### config.mk
export PLATFORM = sky130hd
export DESIGN_NAME = acq_uart_framer
export DESIGN_NICKNAME = d
export VERILOG_FILES = /design/src/rtl/acq_uart_pkg.sv /design/src/rtl/uart_tx_byte.sv /design/src/rtl/acq_uart_framer.sv
export SDC_FILE = /design/constraint.sdc
export NUM_CORES = 1
export LEC_CHECK = 0
export ABC_CLOCK_PERIOD_IN_PS = 3200
export CORE_ASPECT_RATIO = 0.8
export CORE_UTILIZATION = 55
export CTS_CLUSTER_DIAMETER = 50
export DETAILED_ROUTE_END_ITERATION = 16
export PLACE_DENSITY = 0.8
export SETUP_SLACK_MARGIN = 0.2
export SYNTH_ARGS = -nofsm -noshare
export SYNTH_HDL_FRONTEND = slang
export SYNTH_SLANG_ARGS = --single-unit
### constraint.sdc
create_clock -name clk -period 3.2 [get_ports clk]
set_input_delay 0.32 -clock clk [delete_from_list [all_inputs] [get_ports clk]]
set_output_delay 0.32 -clock clk [all_outputs]
set_load 0.005 [all_outputs]
### src/rtl/acq_uart_pkg.sv
// rtl/acq_uart_pkg.sv - shared FSM type and frame constants for the acquisition UART framer
package acq_uart_pkg;

  typedef enum logic [2:0] {
    ST_IDLE,
    ST_RD_HI,
    ST_RD_SETTLE,
    ST_CAPTURE,
    ST_SEND,
    ST_DONE
  } state_t;

  localparam logic [7:0] HEADER_DEFAULT = 8'hA5;
  localparam int         FRAME_LEN      = 8;
  localparam int         IDX_W          = $clog2(FRAME_LEN);

  typedef logic [IDX_W-1:0] idx_t;

endpackage

### src/rtl/uart_tx_byte.sv
// rtl/uart_tx_byte.sv - 8N1 byte serializer with a one-cycle done pulse at the end of the stop bit
module uart_tx_byte #(
  parameter int CLKS_PER_BIT = 234
) (
  input  logic       clk,
  input  logic       rst_n,
  input  logic       start,
  input  logic [7:0] data,
  output logic       tx,
  output logic       busy,
  output logic       done
);

  localparam int                BAUD_W    = $clog2(CLKS_PER_BIT);
  localparam logic [BAUD_W-1:0] BAUD_LAST = BAUD_W'(CLKS_PER_BIT - 1);
  localparam logic [3:0]        BIT_LAST  = 4'd9;

  logic [BAUD_W-1:0] baud_cnt;
  logic [3:0]        bit_cnt;
  logic [8:0]        shreg;
  logic              active;
  logic              bit_end;

  assign bit_end = active && (baud_cnt == BAUD_LAST);
  assign done    = bit_end && (bit_cnt == BIT_LAST);
  assign busy    = active;

  // A start seen in the final stop-bit cycle chains the next byte with no idle gap.
  always_ff @(posedge clk or negedge rst_n) begin
    if (!rst_n) begin
      active   <= 1'b0;
      baud_cnt <= '0;
      bit_cnt  <= '0;
      shreg    <= '1;
      tx       <= 1'b1;
    end else if (start && (!active || done)) begin
      active   <= 1'b1;
      baud_cnt <= '0;
      bit_cnt  <= '0;
      shreg    <= {1'b1, data};
      tx       <= 1'b0;
    end else if (bit_end) begin
      baud_cnt <= '0;
      if (bit_cnt == BIT_LAST) begin
        active <= 1'b0;
        tx     <= 1'b1;
      end else begin
        bit_cnt <= bit_cnt + 4'd1;
        tx      <= shreg[0];
        shreg   <= {1'b1, shreg[8:1]};
      end
    end else if (active) begin
      baud_cnt <= baud_cnt + BAUD_W'(1);
    end
  end

endmodule

### src/rtl/acq_uart_framer.sv
// rtl/acq_uart_framer.sv - reads 48-bit groups from the acquisition BRAM and sends them as 8-byte UART frames
module acq_uart_framer
  import acq_uart_pkg::*;
#(
  parameter int         CLKS_PER_BIT  = 234,
  parameter int         RD_HIGH_CYC   = 2,
  parameter int         RD_SETTLE_CYC = 3,
  parameter logic [7:0] HEADER        = HEADER_DEFAULT
) (
  input  logic        clk,
  input  logic        rst_n,
  input  logic        enable,
  input  logic        bram_empty,
  input  logic [15:0] data_in_1,
  input  logic [15:0] data_in_2,
  input  logic [15:0] data_in_3,
  output logic        rd_clk,
  output logic        tx,
  output logic        busy,
  output logic [15:0] frame_count
);

  localparam int               CYC_MAX     = (RD_HIGH_CYC > RD_SETTLE_CYC) ? RD_HIGH_CYC : RD_SETTLE_CYC;
  localparam int               CYC_W       = $clog2(CYC_MAX + 1);
  localparam logic [CYC_W-1:0] HI_LAST     = CYC_W'(RD_HIGH_CYC - 1);
  localparam logic [CYC_W-1:0] SETTLE_LAST = CYC_W'(RD_SETTLE_CYC - 1);
  localparam idx_t             IDX_LAST    = idx_t'(FRAME_LEN - 1);

  state_t           state, state_n;
  logic [CYC_W-1:0] cyc_cnt;
  idx_t             idx, idx_next;
  logic [47:0]      payload;
  logic [7:0]       chk;
  logic [7:0]       next_byte;
  logic [7:0]       ser_data;
  logic             ser_start, ser_busy, ser_done;

  uart_tx_byte #(.CLKS_PER_BIT(CLKS_PER_BIT)) u_tx (
    .clk  (clk),
    .rst_n(rst_n),
    .start(ser_start),
    .data (ser_data),
    .tx   (tx),
    .busy (ser_busy),
    .done (ser_done)
  );

  assign idx_next = idx + idx_t'(1);

  always_comb begin
    next_byte = HEADER;
    case (idx_next)
      3'd1:    next_byte = payload[47:40];
      3'd2:    next_byte = payload[39:32];
      3'd3:    next_byte = payload[31:24];
      3'd4:    next_byte = payload[23:16];
      3'd5:    next_byte = payload[15:8];
      3'd6:    next_byte = payload[7:0];
      3'd7:    next_byte = chk;
      default: next_byte = HEADER;
    endcase
  end

  always_ff @(posedge clk or negedge rst_n) begin
    if (!rst_n) state <= ST_IDLE;
    else        state <= state_n;
  end

  // The header is launched from CAPTURE so its start bit begins on the very next cycle.
  always_comb begin
    state_n   = state;
    ser_start = 1'b0;
    ser_data  = HEADER;
    case (state)
      ST_IDLE:      if (enable && !bram_empty && !ser_busy) state_n = ST_RD_HI;
      ST_RD_HI:     if (cyc_cnt == HI_LAST) state_n = ST_RD_SETTLE;
      ST_RD_SETTLE: if (cyc_cnt == SETTLE_LAST) state_n = ST_CAPTURE;
      ST_CAPTURE: begin
        ser_start = 1'b1;
        state_n   = ST_SEND;
      end
      ST_SEND: begin
        if (ser_done) begin
          if (idx == IDX_LAST) begin
            state_n = ST_DONE;
          end else begin
            ser_start = 1'b1;
            ser_data  = next_byte;
          end
        end
      end
      ST_DONE:  state_n = ST_IDLE;
      default:  state_n = ST_IDLE;
    endcase
  end

  always_ff @(posedge clk or negedge rst_n) begin
    if (!rst_n) begin
      cyc_cnt     <= '0;
      idx         <= '0;
      payload     <= '0;
      chk         <= '0;
      busy        <= 1'b0;
      rd_clk      <= 1'b0;
      frame_count <= '0;
    end else begin
      rd_clk <= (state_n == ST_RD_HI);
      if (state_n != state)
        cyc_cnt <= '0;
      else if (state == ST_RD_HI || state == ST_RD_SETTLE)
        cyc_cnt <= cyc_cnt + CYC_W'(1);
      case (state)
        ST_IDLE: if (state_n == ST_RD_HI) busy <= 1'b1;
        ST_CAPTURE: begin
          payload <= {data_in_1, data_in_2, data_in_3};
          chk     <= data_in_1[15:8] ^ data_in_1[7:0] ^ data_in_2[15:8] ^
                     data_in_2[7:0]  ^ data_in_3[15:8] ^ data_in_3[7:0];
          idx     <= '0;
        end
        ST_SEND: begin
          if (ser_done) begin
            if (idx == IDX_LAST) frame_count <= frame_count + 16'd1;
            else                 idx <= idx_next;
          end
        end
        ST_DONE: busy <= 1'b0;
        default: ;
      endcase
    end
  end

endmodule
==> parameters.txt <==
Parameter                              Value

Global routing
  Global Route met2 Usage ... 0.416
  Met1 Resource Use GR ... 0.341
  Top Usage Layer GRT ... met2
  First-pass GRT wire length ... 20.3 mm
  Total overflow reported by the global router ... 0
  Vias in the first global route ... around 4200
  Maximum number of pins on one net before global-route repair ... between 60 and 70
  GR met3 Demand/Resource ... 0.0539
  Initial antenna violation count ... 0
  GR Util All Layers ... 0.254

Placement
  Final estimated routing congestion in global placement ... 0.802
  DP Cell Count ... around 730
  Post-DP HPWL ... approximately 8.3 mm
  Count of port buffers added during placement ... 70
  Dpl ws ... 0.940 ns

Synthesis
  Fraction of the yosys area taken by sequential cells ... 0.492
  Top cells by count, synth ... sky130_fd_sc_hd__nand2_1, sky130_fd_sc_hd__dfrtp_1, sky130_fd_sc_hd__xnor2_1
  Summed instance area of the synthesized netlist ... 5310 um^2
  Mean instance size in the synthesized netlist ... 9.30 um^2
  Share of the synthesized area in the top cell type ... 0.447
  YS warnings ... 0
  Top-count cell post-synth ... sky130_fd_sc_hd__nand2_1
  Cell variety after synth ... 51
  Largest area contributor in the netlist ... sky130_fd_sc_hd__dfrtp_1
  Ranking of synthesized cells by area ... sky130_fd_sc_hd__dfrtp_1, sky130_fd_sc_hd__nand2_1, sky130_fd_sc_hd__xnor2_1
  Asr flop ratio synth ... 1.00
  EDFF count, synth ... 0
  Syn Nets ... around 640
  Post-synthesis instance total ... roughly 570
  Flops & latches, synth ... around 100
  Main synth FF type ... sky130_fd_sc_hd__dfrtp_1

STA
  Clock period minus worst slack ... roughly 2.3 ns
  Hold violation count in the final report ... 0
  Final WS setup ... 0.918 ns
  Period utilization ... 0.713
  Least-Margin Pin Slew ... 0.873 ns
  Total Neg Setup Slack ... 0 ns
  Final slew viol count ... 0
  Number of setup violations in the final report ... 0
  Relative slew slack ... 0.414
  F_max ... roughly 0.44 GHz
  Setup repair after global routing missed its margin ... false
  Hold Worst Slack ... roughly 0.027 ns
  Setup Skew ... about 0.0056 ns

Critical path
  Arr. time, crit path ... 2.56 ns
  Worst setup SP type ... register
  Worst Path Required ... roughly 3.5 ns
  Type of destination of the critical path ... register
  Kind of critical path ... register to register
  Maximum fanout along the worst path ... 14

Detailed routing
  Number of iterations in the first detailed-routing pass ... 11
  Post-route DRC violation count ... 4
  Via-per-instance ratio ... roughly 5.7
  Final routed wire length divided by cell count ... 15.9 um
  Total wirelength of the detailed-routed design ... between 10 and 15 mm
  Detailed Route Iter0 Violations ... 360
  Antenna-violating nets left ... 0
  Total via count after detailed routing ... about 4300

CTS
  Clock slew at the register clock pins of the worst setup and hold paths ... approximately 0.070 ns
  Buffer type at the clock tree root ... sky130_fd_sc_hd__clkbuf_16
  Buffer depth of the longest clock path ... 2
  CTS tree ... yes
  Hold buffer count at CTS ... 0
  Deepest level of the CTS H-tree ... 3
  TritonCTS sink count ... 104
  Clock insertion delay at the later pin of the skew report ... roughly 0.35 ns
  Count of buffers added by post-CTS timing repair for setup ... 0
  Count of instances resized after the clock tree is built ... 0
  Total clock buffers created by CTS ... 9

Layout
  Number of diodes ... 0
  Fraction of final layout cells with drive strength greater than 1 ... 0.0744
  Number of non-filler instances in the completed layout ... between 700 and 800
  Area added between synthesis and finish ... 20.2%
  Post-layout net count ... slightly below 700

Run
  Maximum Capacitance Violations ... 0

Floorplanning
  Y dimension of the die ... approximately 90 um
  Initial Utilization ... 0.575
  Horizontal die dimension ... roughly 110 um
  Placeable core region ... 9230 um^2
  Placement Rows ... 31
  Io pins ... 71
  Floorplan die area ... 10100 um^2

Power and ir drop
  Maximum ir drop on the vdd rail ... between 0.3 and 0.4 mV
  Power density cells ... just under 700 nW/um^2
  Clock share of power ... 0.266
  Seq pwr share ... 0.493
  Proportion of total power due to net switching ... 0.320
  Relative contribution of combinational cells to total power ... 0.241
  Leak pwr ... 2.83 nW
  Switching Power ... roughly 1.4 mW
  Total power of the final layout ... about 4.4 mW
  Internal power component ... 3.01 mW

Hold path
  Worst Hold Class ... primary input to asynchronous set/reset pin

Run status
  Run status ... complete, but fails checks
  Failing checks ... DRC
-- per-layer routing --
metal  up-vias  wire length [um]
li1       2038                 -
met1      2076              5350
met2       133              5760
met3        20               587
met4         0               189
met5         -                 0
-- path summary, 6_finish.rpt --
path | startpoint | end | slack, ns | cells after the start
setup / recovery | idx[0] | frame_count[15] | 0.92 | 6
hold / removal | rst_n | state[1] | 0.03 | 1
setup reg to reg | idx[0] | frame_count[15] | 0.92 | 6
hold reg to reg | busy | busy | 0.48 | 1
max in group asynchronous | rst_n | payload[26] | 2.37 | 2
min in group clk | busy | busy | 0.48 | 1
-- power by group through the flow --
stage                     logic (mW)  registers, mW  clock network, mW
after floorplan                0.819           2.04                  0
after global placement          1.01           2.16                  0
after detailed placement        1.07           2.18                  0
after CTS                       1.08           2.17               1.20
after global routing            1.23           2.23               1.25
final                           1.07           2.18               1.18
-- cell usage in the layout (no fill, tap or decap), drive strengths merged, types with 8 or more instances in the layout --
| cell | instances |
|---|---|
| a222oi | 8 |
| a22oi | 16 |
| clkbuf | 10 |
| clkdlybuf4s50 | 69 |
| dfrtp | 95 |
| dfstp | 9 |
| ha | 13 |
| inv | 13 |
| nand2 | 179 |
| nand3 | 15 |
| nand4 | 16 |
| nor2 | 26 |
| nor3 | 9 |
| o21ai | 15 |
| xnor2 | 51 |
| xor2 | 14 |
-- stage by stage --
| stage | area (um^2) | util |
|---|---|---|
| final | 6390 | 0.692 |
| after detailed placement | 6060 | 0.657 |
| after global placement | 6060 | 0.657 |
| after CTS | 6390 | 0.692 |
| after floorplan | 5310 | - |
| after global routing | 6390 | 0.692 |
-- state kept, by name, indices dropped and copies added, names as in the netlist --
| register | flops |
|---|---|
| payload | 48 |
| frame_count | 16 |
| chk | 8 |
| u_tx.baud_cnt | 8 |
| u_tx.shreg | 8 |
| u_tx.bit_cnt | 4 |
| idx | 3 |
| state | 3 |
| cyc_cnt | 2 |
| busy | 1 |
| rd_clk | 1 |
| u_tx.busy | 1 |
| u_tx.tx | 1 |
-- worst max-delay path: stages, from the launching register on --
cell and delay (ns):
sky130_fd_sc_hd__dfrtp_1 0.46, sky130_fd_sc_hd__ha_1 0.19, sky130_fd_sc_hd__ha_1 0.18, sky130_fd_sc_hd__nand4bb_1 0.13, sky130_fd_sc_hd__or4_4 0.71, sky130_fd_sc_hd__nor4_2 0.37, sky130_fd_sc_hd__xor2_1 0.17
-- logic make-up after synthesis --
| logic type | count (synthesis) | synth area share |
|---|---|---|
| xor gates and xnor gates | 65 | 0.107 |
| adders and majority gates | 13 | 0.0306 |
| buffers and inverters | 44 | 0.0346 |
| DFF | 104 | 0.492 |
| muxes | 2 | 0.00377 |
| AOI/OAI and AO/OA | 66 | 0.0867 |
| and+or+nand+nor | 277 | 0.245 |
-- final cells by class --
class / count / area (um^2)
Tap cell: 115 / 144
Fill cell: 743 / 2850
Multi-Input combinational cell: 423 / 2510
Sequential cell: 104 / 2610
Clock inverter: 6 / 92.6
Timing Repair Buffer: 76 / 743
Clock buffer: 10 / 229
Inverter: 13 / 48.8
No activity file was read; power rests on OpenSTA's default activity.
